--- config.mk ---
export PLATFORM = sky130hd
export DESIGN_NAME = sim_uart_collector_flat
export DESIGN_NICKNAME = d
export VERILOG_FILES = /design/src/rtl/sim_uart_collector_if.sv /design/src/rtl/sim_uart_collector.sv /design/src/flat_wrapper.sv
export SDC_FILE = /design/constraint.sdc
export NUM_CORES = 1
export LEC_CHECK = 0
export ABC_AREA = 1
export CORE_AREA = 2 2 152 154
export DETAILED_ROUTE_END_ITERATION = 10
export DIE_AREA = 0 0 154 156
export PLACE_DENSITY_LB_ADDON = 0.12
export SLEW_MARGIN = 20
export SYNTH_ARGS = -nofsm -noshare
export SYNTH_HDL_FRONTEND = slang
export SYNTH_SLANG_ARGS = --single-unit
--- constraint.sdc ---
create_clock -name clock -period 3.7 [get_ports clock]
set_clock_uncertainty 0.2 [all_clocks]
set_input_delay 0.555 -clock clock [delete_from_list [all_inputs] [get_ports clock]]
set_output_delay 0.555 -clock clock [all_outputs]
set_load 0.005 [all_outputs]
--- src/rtl/sim_uart_collector_if.sv ---
// Byte-stream bundle for sim_uart_collector: per-channel input strobes/bytes and the
// single merged output stream with its ready/valid handshake.
interface sim_uart_collector_if #(
  parameter int unsigned NUM_CH = 2
);
  localparam int unsigned IDW = (NUM_CH > 1) ? $clog2(NUM_CH) : 1;

  logic [NUM_CH-1:0]   in_valid;
  logic [8*NUM_CH-1:0] in_ch;
  logic                out_valid;
  logic                out_ready;
  logic [7:0]          out_ch;
  logic [IDW-1:0]      out_id;
  logic                out_last;

  modport master (
    output in_valid, in_ch, out_ready,
    input  out_valid, out_ch, out_id, out_last
  );

  modport slave (
    input  in_valid, in_ch, out_ready,
    output out_valid, out_ch, out_id, out_last
  );
endinterface

--- src/rtl/sim_uart_collector.sv ---
// Multi-channel UART byte collector: per-channel FIFOs drained whole-line at a time by a
// round-robin arbiter. Define UART_IDLE_FLUSH_EN to also flush lines idle for IDLE_CYCLES.
module sim_uart_collector #(
  parameter int unsigned NUM_CH      = 2,
  parameter int unsigned DEPTH       = 16,
  parameter int unsigned IDLE_CYCLES = 1024
) (
  input  logic                clock,
  input  logic                reset_n,
  sim_uart_collector_if.slave bus,
  output logic [NUM_CH-1:0]   overflow,
  input  logic                clear_overflow
);
  localparam int unsigned IDW = (NUM_CH > 1) ? $clog2(NUM_CH) : 1;
  localparam int unsigned AW  = $clog2(DEPTH);
  localparam int unsigned CW  = AW + 1;
  localparam logic [7:0]  NL  = 8'h0A;

  typedef enum logic [0:0] {StIdle, StDrain} state_e;

  state_e                     state_q, state_d;
  logic [IDW-1:0]             grant_q, grant_d;
  logic [IDW-1:0]             rr_q, rr_d;
  logic [CW-1:0]              snap_q, snap_d;
  logic [NUM_CH-1:0]          overflow_q;

  logic [7:0]                 mem [NUM_CH][DEPTH];
  logic [NUM_CH-1:0][AW-1:0]  wr_ptr_q, rd_ptr_q;
  logic [NUM_CH-1:0][CW-1:0]  count_q;
  logic [NUM_CH-1:0][CW-1:0]  nl_cnt_q;

  logic [NUM_CH-1:0]          full, pending, idle_hit;
  logic [NUM_CH-1:0]          push, pop, drop;
  logic [NUM_CH-1:0][7:0]     head, in_byte;
  logic                       found, drain, xfer, last;
  logic [IDW-1:0]             pick;

  always_comb begin
    full    = '0;
    pending = '0;
    head    = '0;
    in_byte = '0;
    for (int i = 0; i < NUM_CH; i++) begin
      full[i]    = (count_q[i] == CW'(DEPTH));
      head[i]    = mem[i][rd_ptr_q[i]];
      in_byte[i] = bus.in_ch[8*i +: 8];
      pending[i] = (nl_cnt_q[i] != '0) || full[i] || idle_hit[i];
    end
  end

  assign drain = (state_q == StDrain);
  assign xfer  = drain && bus.out_ready;
  assign last  = drain && ((head[grant_q] == NL) || (snap_q == CW'(1)));

  assign bus.out_valid = drain;
  assign bus.out_ch    = drain ? head[grant_q] : 8'h00;
  assign bus.out_id    = drain ? grant_q : '0;
  assign bus.out_last  = last;
  assign overflow      = overflow_q;

  // A pop in the same cycle frees the slot for that cycle's push.
  always_comb begin
    push = '0;
    pop  = '0;
    drop = '0;
    for (int i = 0; i < NUM_CH; i++) begin
      pop[i]  = xfer && (grant_q == IDW'(i));
      push[i] = bus.in_valid[i] && (!full[i] || pop[i]);
      drop[i] = bus.in_valid[i] && full[i] && !pop[i];
    end
  end

  always_comb begin
    int unsigned idx;
    found = 1'b0;
    pick  = '0;
    idx   = 0;
    for (int unsigned k = 0; k < NUM_CH; k++) begin
      idx = (32'(rr_q) + k) % NUM_CH;
      if (!found && pending[idx]) begin
        found = 1'b1;
        pick  = IDW'(idx);
      end
    end
  end

  always_comb begin
    state_d = state_q;
    grant_d = grant_q;
    rr_d    = rr_q;
    snap_d  = snap_q;
    unique case (state_q)
      StIdle: begin
        if (found) begin
          state_d = StDrain;
          grant_d = pick;
          snap_d  = count_q[pick];
        end
      end
      StDrain: begin
        if (bus.out_ready) begin
          snap_d = snap_q - CW'(1);
          if (last) begin
            state_d = StIdle;
            snap_d  = '0;
            rr_d    = (grant_q == IDW'(NUM_CH - 1)) ? '0 : grant_q + IDW'(1);
          end
        end
      end
      default: state_d = StIdle;
    endcase
  end

  always_ff @(posedge clock or negedge reset_n) begin
    if (!reset_n) begin
      state_q    <= StIdle;
      grant_q    <= '0;
      rr_q       <= '0;
      snap_q     <= '0;
      overflow_q <= '0;
    end else begin
      state_q    <= state_d;
      grant_q    <= grant_d;
      rr_q       <= rr_d;
      snap_q     <= snap_d;
      overflow_q <= (overflow_q & ~{NUM_CH{clear_overflow}}) | drop;
    end
  end

  // nl_cnt tracks how many line terminators sit in each FIFO.
  always_ff @(posedge clock or negedge reset_n) begin
    if (!reset_n) begin
      wr_ptr_q <= '0;
      rd_ptr_q <= '0;
      count_q  <= '0;
      nl_cnt_q <= '0;
    end else begin
      for (int i = 0; i < NUM_CH; i++) begin
        if (push[i]) wr_ptr_q[i] <= wr_ptr_q[i] + AW'(1);
        if (pop[i])  rd_ptr_q[i] <= rd_ptr_q[i] + AW'(1);
        count_q[i]  <= count_q[i] + CW'(push[i]) - CW'(pop[i]);
        nl_cnt_q[i] <= nl_cnt_q[i] + CW'(push[i] && (in_byte[i] == NL))
                                   - CW'(pop[i] && (head[i] == NL));
      end
    end
  end

  always_ff @(posedge clock) begin
    for (int i = 0; i < NUM_CH; i++) begin
      if (push[i]) mem[i][wr_ptr_q[i]] <= in_byte[i];
    end
  end

`ifdef UART_IDLE_FLUSH_EN
  localparam int unsigned TW = $clog2(IDLE_CYCLES + 1);

  logic [NUM_CH-1:0][TW-1:0] idle_q;
  logic [NUM_CH-1:0]         grant_fire;

  always_comb begin
    grant_fire = '0;
    idle_hit   = '0;
    for (int i = 0; i < NUM_CH; i++) begin
      grant_fire[i] = (state_q == StIdle) && found && (pick == IDW'(i));
      idle_hit[i]   = (idle_q[i] == TW'(IDLE_CYCLES));
    end
  end

  always_ff @(posedge clock or negedge reset_n) begin
    if (!reset_n) begin
      idle_q <= '0;
    end else begin
      for (int i = 0; i < NUM_CH; i++) begin
        if (push[i] || grant_fire[i]) begin
          idle_q[i] <= '0;
        end else if ((count_q[i] != '0) && !idle_hit[i]) begin
          idle_q[i] <= idle_q[i] + TW'(1);
        end
      end
    end
  end
`else
  logic unused_idle_cfg;
  assign unused_idle_cfg = ^IDLE_CYCLES;
  assign idle_hit        = '0;
`endif

endmodule
--- src/flat_wrapper.sv ---
// flat-port wrapper written by rule: the top's interface ports become plain ports
module sim_uart_collector_flat 
#(
  parameter int unsigned NUM_CH      = 2,
  parameter int unsigned DEPTH       = 16,
  parameter int unsigned IDLE_CYCLES = 1024
)
  (clock, reset_n, overflow, clear_overflow, bus_in_valid, bus_in_ch, bus_out_ready, bus_out_valid, bus_out_ch, bus_out_id, bus_out_last);
  sim_uart_collector_if #(.NUM_CH(NUM_CH)) bus_i ();
  input  logic clock;
  input  logic reset_n;
  output logic [NUM_CH-1:0] overflow;
  input  logic clear_overflow;
  input wire logic [$bits(bus_i.in_valid)-1:0] bus_in_valid;
  input wire logic [$bits(bus_i.in_ch)-1:0] bus_in_ch;
  input wire logic [$bits(bus_i.out_ready)-1:0] bus_out_ready;
  output wire logic [$bits(bus_i.out_valid)-1:0] bus_out_valid;
  output wire logic [$bits(bus_i.out_ch)-1:0] bus_out_ch;
  output wire logic [$bits(bus_i.out_id)-1:0] bus_out_id;
  output wire logic [$bits(bus_i.out_last)-1:0] bus_out_last;
  assign bus_i.in_valid = bus_in_valid;
  assign bus_i.in_ch = bus_in_ch;
  assign bus_i.out_ready = bus_out_ready;
  assign bus_out_valid = bus_i.out_valid;
  assign bus_out_ch = bus_i.out_ch;
  assign bus_out_id = bus_i.out_id;
  assign bus_out_last = bus_i.out_last;
  sim_uart_collector #(.NUM_CH(NUM_CH), .DEPTH(DEPTH), .IDLE_CYCLES(IDLE_CYCLES)) u_core (.clock(clock), .reset_n(reset_n), .bus(bus_i), .overflow(overflow), .clear_overflow(clear_overflow));
endmodule
==> results.md <==
- Largest stage delay on the critical path: 540 ps
- Routed vias: 9670
- Worst-Skew Late Latency: 560 ps
- Clk pin slew, worst setup/hold paths: 60 ps
- Synth Register Bits: just over 300
- Starting density of the core: between 60% and 70%
- Post-Layout Inst Area: approximately 16000 um^2
- Synth Area per Inst: around 10 um^2
- Total CTS buffers: 31
- Largest cells by area after synthesis: edfxtp_1 (56%), nand2_1 (11%), dfrtp_1 (8.4%)
- Mapped Area: around 14000 um^2
- Clk root buf: clkbuf_16
- CP Capture Type: primary output
- Reg2Reg Setup Slack: about 220 ps
- Status: completed
- Setup violators final: 0
- CP cell instances: buf_12 -> inv_8 -> nand2_1 -> nand2_1 -> nand2_1 -> nand3_1 -> nand3_1 -> nand3_1 -> nand2_1 -> nor2_1 -> clkdlybuf4s50_1
- GRT Util Overall: between 20 and 30%
- # rows: 55
- Mapped Nets: around 1400
- DP Cell Count: around 1700
- Sequential area share after synthesis: around 64%
- P_leak: about 6.9 nW
- Cells on Worst Hold Path: 2
- Area after DPL: 14730 um^2
- I/O Buffers: 34
- Initial antenna violation count: 0
- WHS Endpoint: u_core.rr_q
- Worst Hold Launch: u_core.rr_q
- Crit Reg-Reg Startpoint: u_core.rd_ptr_q[4]
- FMAX: between 0.2 and 0.3 GHz
- Power Density: roughly 830 nW/um^2
- Layout cell share with drive strength beyond 1: 11.08%
- Post-layout minimum cycle time: 3567 ps
- Largest net degree at the start of global routing: 38
- Crit path launch type: flip-flop
- Die Span Y: about 160 um
- Maximum vdd ir drop: 718.5 uV
- Worst path top cell family by delay: simple AND/OR/NAND/NOR gates
- Total global routing overflow: 0
- Yosys top cell by area: edfxtp_1
- Minimum hold slack: about 290 ps
- Final Max Slew Viols: 0
- Slowest cell on crit path: clkdlybuf4s50_1
- R2R depth: 18
- DR vias/cell: 5.535
- Final Hold Fails: 0
- Worst Path Buf+Inv: 3
- Final wirelength: approximately 32 mm
- Critical path arrival: between 2000 and 3000 ps
- CP max FO: 29
- Commonest non-fill, non-tap cell in the layout: nand2_1
- Die width: 154 um
- Relative slew slack: approximately a third
- Avg WL per Cell: 18.47 um
- Worst r2r dst: u_core.nl_cnt_q[9]
- Final cell count without fillers: about 1700
- P&R area growth vs syn: 16.93%
- DRT Pass-1 Iters: 6
- IO Pins: 35
- Crit share post-route: between 90% and 100%
- Fillers: around 1600
- Placer Congestion: 0.8661
- Core box area: ~22000 um^2
- Cells after Synth: between 1000 and 1500
- Least-Margin Pin Slew: 967.7 ps
- CTS Buffer Depth: 3
- Htree depth: 1
- CTS tree: done
- Clock Sinks: just over 300
- Final #Nets: between 1000 and 1500
- Worst Path Required: roughly 2900 ps
- Most frequent cells in the layout: nand2_1 (403), edfxtp_1 (256), nand3_1 (158), inv_1 (144), nor2_1 (100)
- 1st-iter DRT viols: 976
- DP HPWL: 20.13 mm
- Final ANT Viol Nets: 0
- Type of the worst min-delay path: flip-flop to flip-flop
- DRC Markers: 0
- Max-cap viol count: 0
- # diodes: 0
- Cell mode on critical path: nand2_1
- First-pass GRT wire length: a little over 50 mm
- Distinct cells, synth: 33
- Die ar.: roughly 24000 um^2
- Vias in the first global route: 9550
- CP Class: flip-flop to primary output
- Yosys warns: 0
- Share of the synthesized area in the top cell type: 55.94%
[worst max path at each step]
stage                     slack, ps          startpoint  depth (start not counted)                  to
after CTS                       150  u_core.rd_ptr_q[4]                         13       bus_out_ch[0]
after global routing            -10  u_core.rd_ptr_q[0]                         15        bus_out_last
after floorplan                 680  u_core.rd_ptr_q[4]                         17  u_core.nl_cnt_q[9]
after global placement          250  u_core.rd_ptr_q[4]                         17  u_core.nl_cnt_q[9]
final                           130  u_core.rd_ptr_q[0]                         11       bus_out_ch[5]
after detailed placement        160  u_core.rd_ptr_q[4]                         17  u_core.nl_cnt_q[9]
[report_power, final]
group / switching, mW / leakage (nW) / internal, mW / total, mW
logic: 3.48 / 3.49 / 1.98 / 5.46
clock network: 1.29 / 0.535 / 2.02 / 3.31
registers: 0.290 / 2.84 / 4.23 / 4.52
[synth_stat cells, drive strengths merged]
master / n
nand3: 162
buf: 45
nor3b: 1
nor2: 104
nand4: 8
clkinv: 6
or2: 1
dfrtp: 46
fa: 4
ha: 36
a21oi: 16
and3: 1
o211ai: 7
xor2: 26
inv: 148
nor4: 4
o21ai: 42
nor3: 3
clkbuf: 8
nand2: 407
xnor2: 5
edfxtp: 256
nand3b: 1
[final cells by class]
type | count | area [um^2] | share of cell area [%]
Sequential cell | 302 | 8841 | 55.01
Multi-Input combinational cell | 828 | 4058 | 25.25
Timing Repair Buffer | 118 | 1095 | 6.813
Clock buffer | 40 | 839.6 | 5.224
Inverter | 154 | 606.8 | 3.776
Tap cell | 285 | 356.6 | 2.219
Clock inverter | 18 | 254.0 | 1.581
Timing Repair inverter | 2 | 20.02 | 0.1246
[kinds of logic (layout without fill, tap and decap cells)]
| kind of cell | Yosys count | after routing | synth area share (%) |
|---|---|---|---|
| flip-flops | 302 | 302 | 64.31 |
| AND/OR/NAND/NOR | 692 | 692 | 20.80 |
| AO/OA/AOI/OAI | 65 | 65 | 2.567 |
| buffers and inverters | 207 | 332 | 6.482 |
| adder cells (fa/ha/maj) | 40 | 40 | 3.860 |
| XOR/XNOR | 31 | 31 | 1.976 |
[sequential cells by signal, indices dropped and copies added, names as in the netlist]
name and count:
u_core.bus.out_valid 1, u_core.count_q 10, u_core.grant_q 1, u_core.mem 256
u_core.nl_cnt_q 10, u_core.overflow 2, u_core.rd_ptr_q 8, u_core.rr_q 1
u_core.snap_q 5, u_core.wr_ptr_q 8
[worst min-delay path, cell delays in order (launching register included)]
cell and delay (ps):
dfrtp_1 340, nand2_1 50, nand2_1 60
[through the flow]
step	utilization [%]	power, mW	setup WS (ps)	TNS, ps
6_report	71.85	13.29	132.6	0
3_3_place_gp	65.87	9.457	252.5	0
4_1_cts	71.76	13.20	148.3	0
2_1_floorplan	-	7.885	682.8	0
3_5_place_dp	65.87	9.573	164.9	0
5_1_grt	71.85	14.05	-12.29	-12.29
[routing by layer]
layer  GRT usage, %  vias to the layer above  routed length, um
li1               -                     4611                  -
met1          39.28                     4614              13670
met2          43.75                      384              15090
met3          5.333                       61               2801
met4          8.233                        0                703
met5              0                        -                  0
[timing repair]
action	CTS	global route
setup buffers	6	0
gates cloned	4	0
setup endpoints to repair	5	5
pin swaps	1	0
resized for setup	19	6
hold buffers	1	0
hold endpoints to repair	36	0
Note: power is estimated with default switching activity, not from simulation.
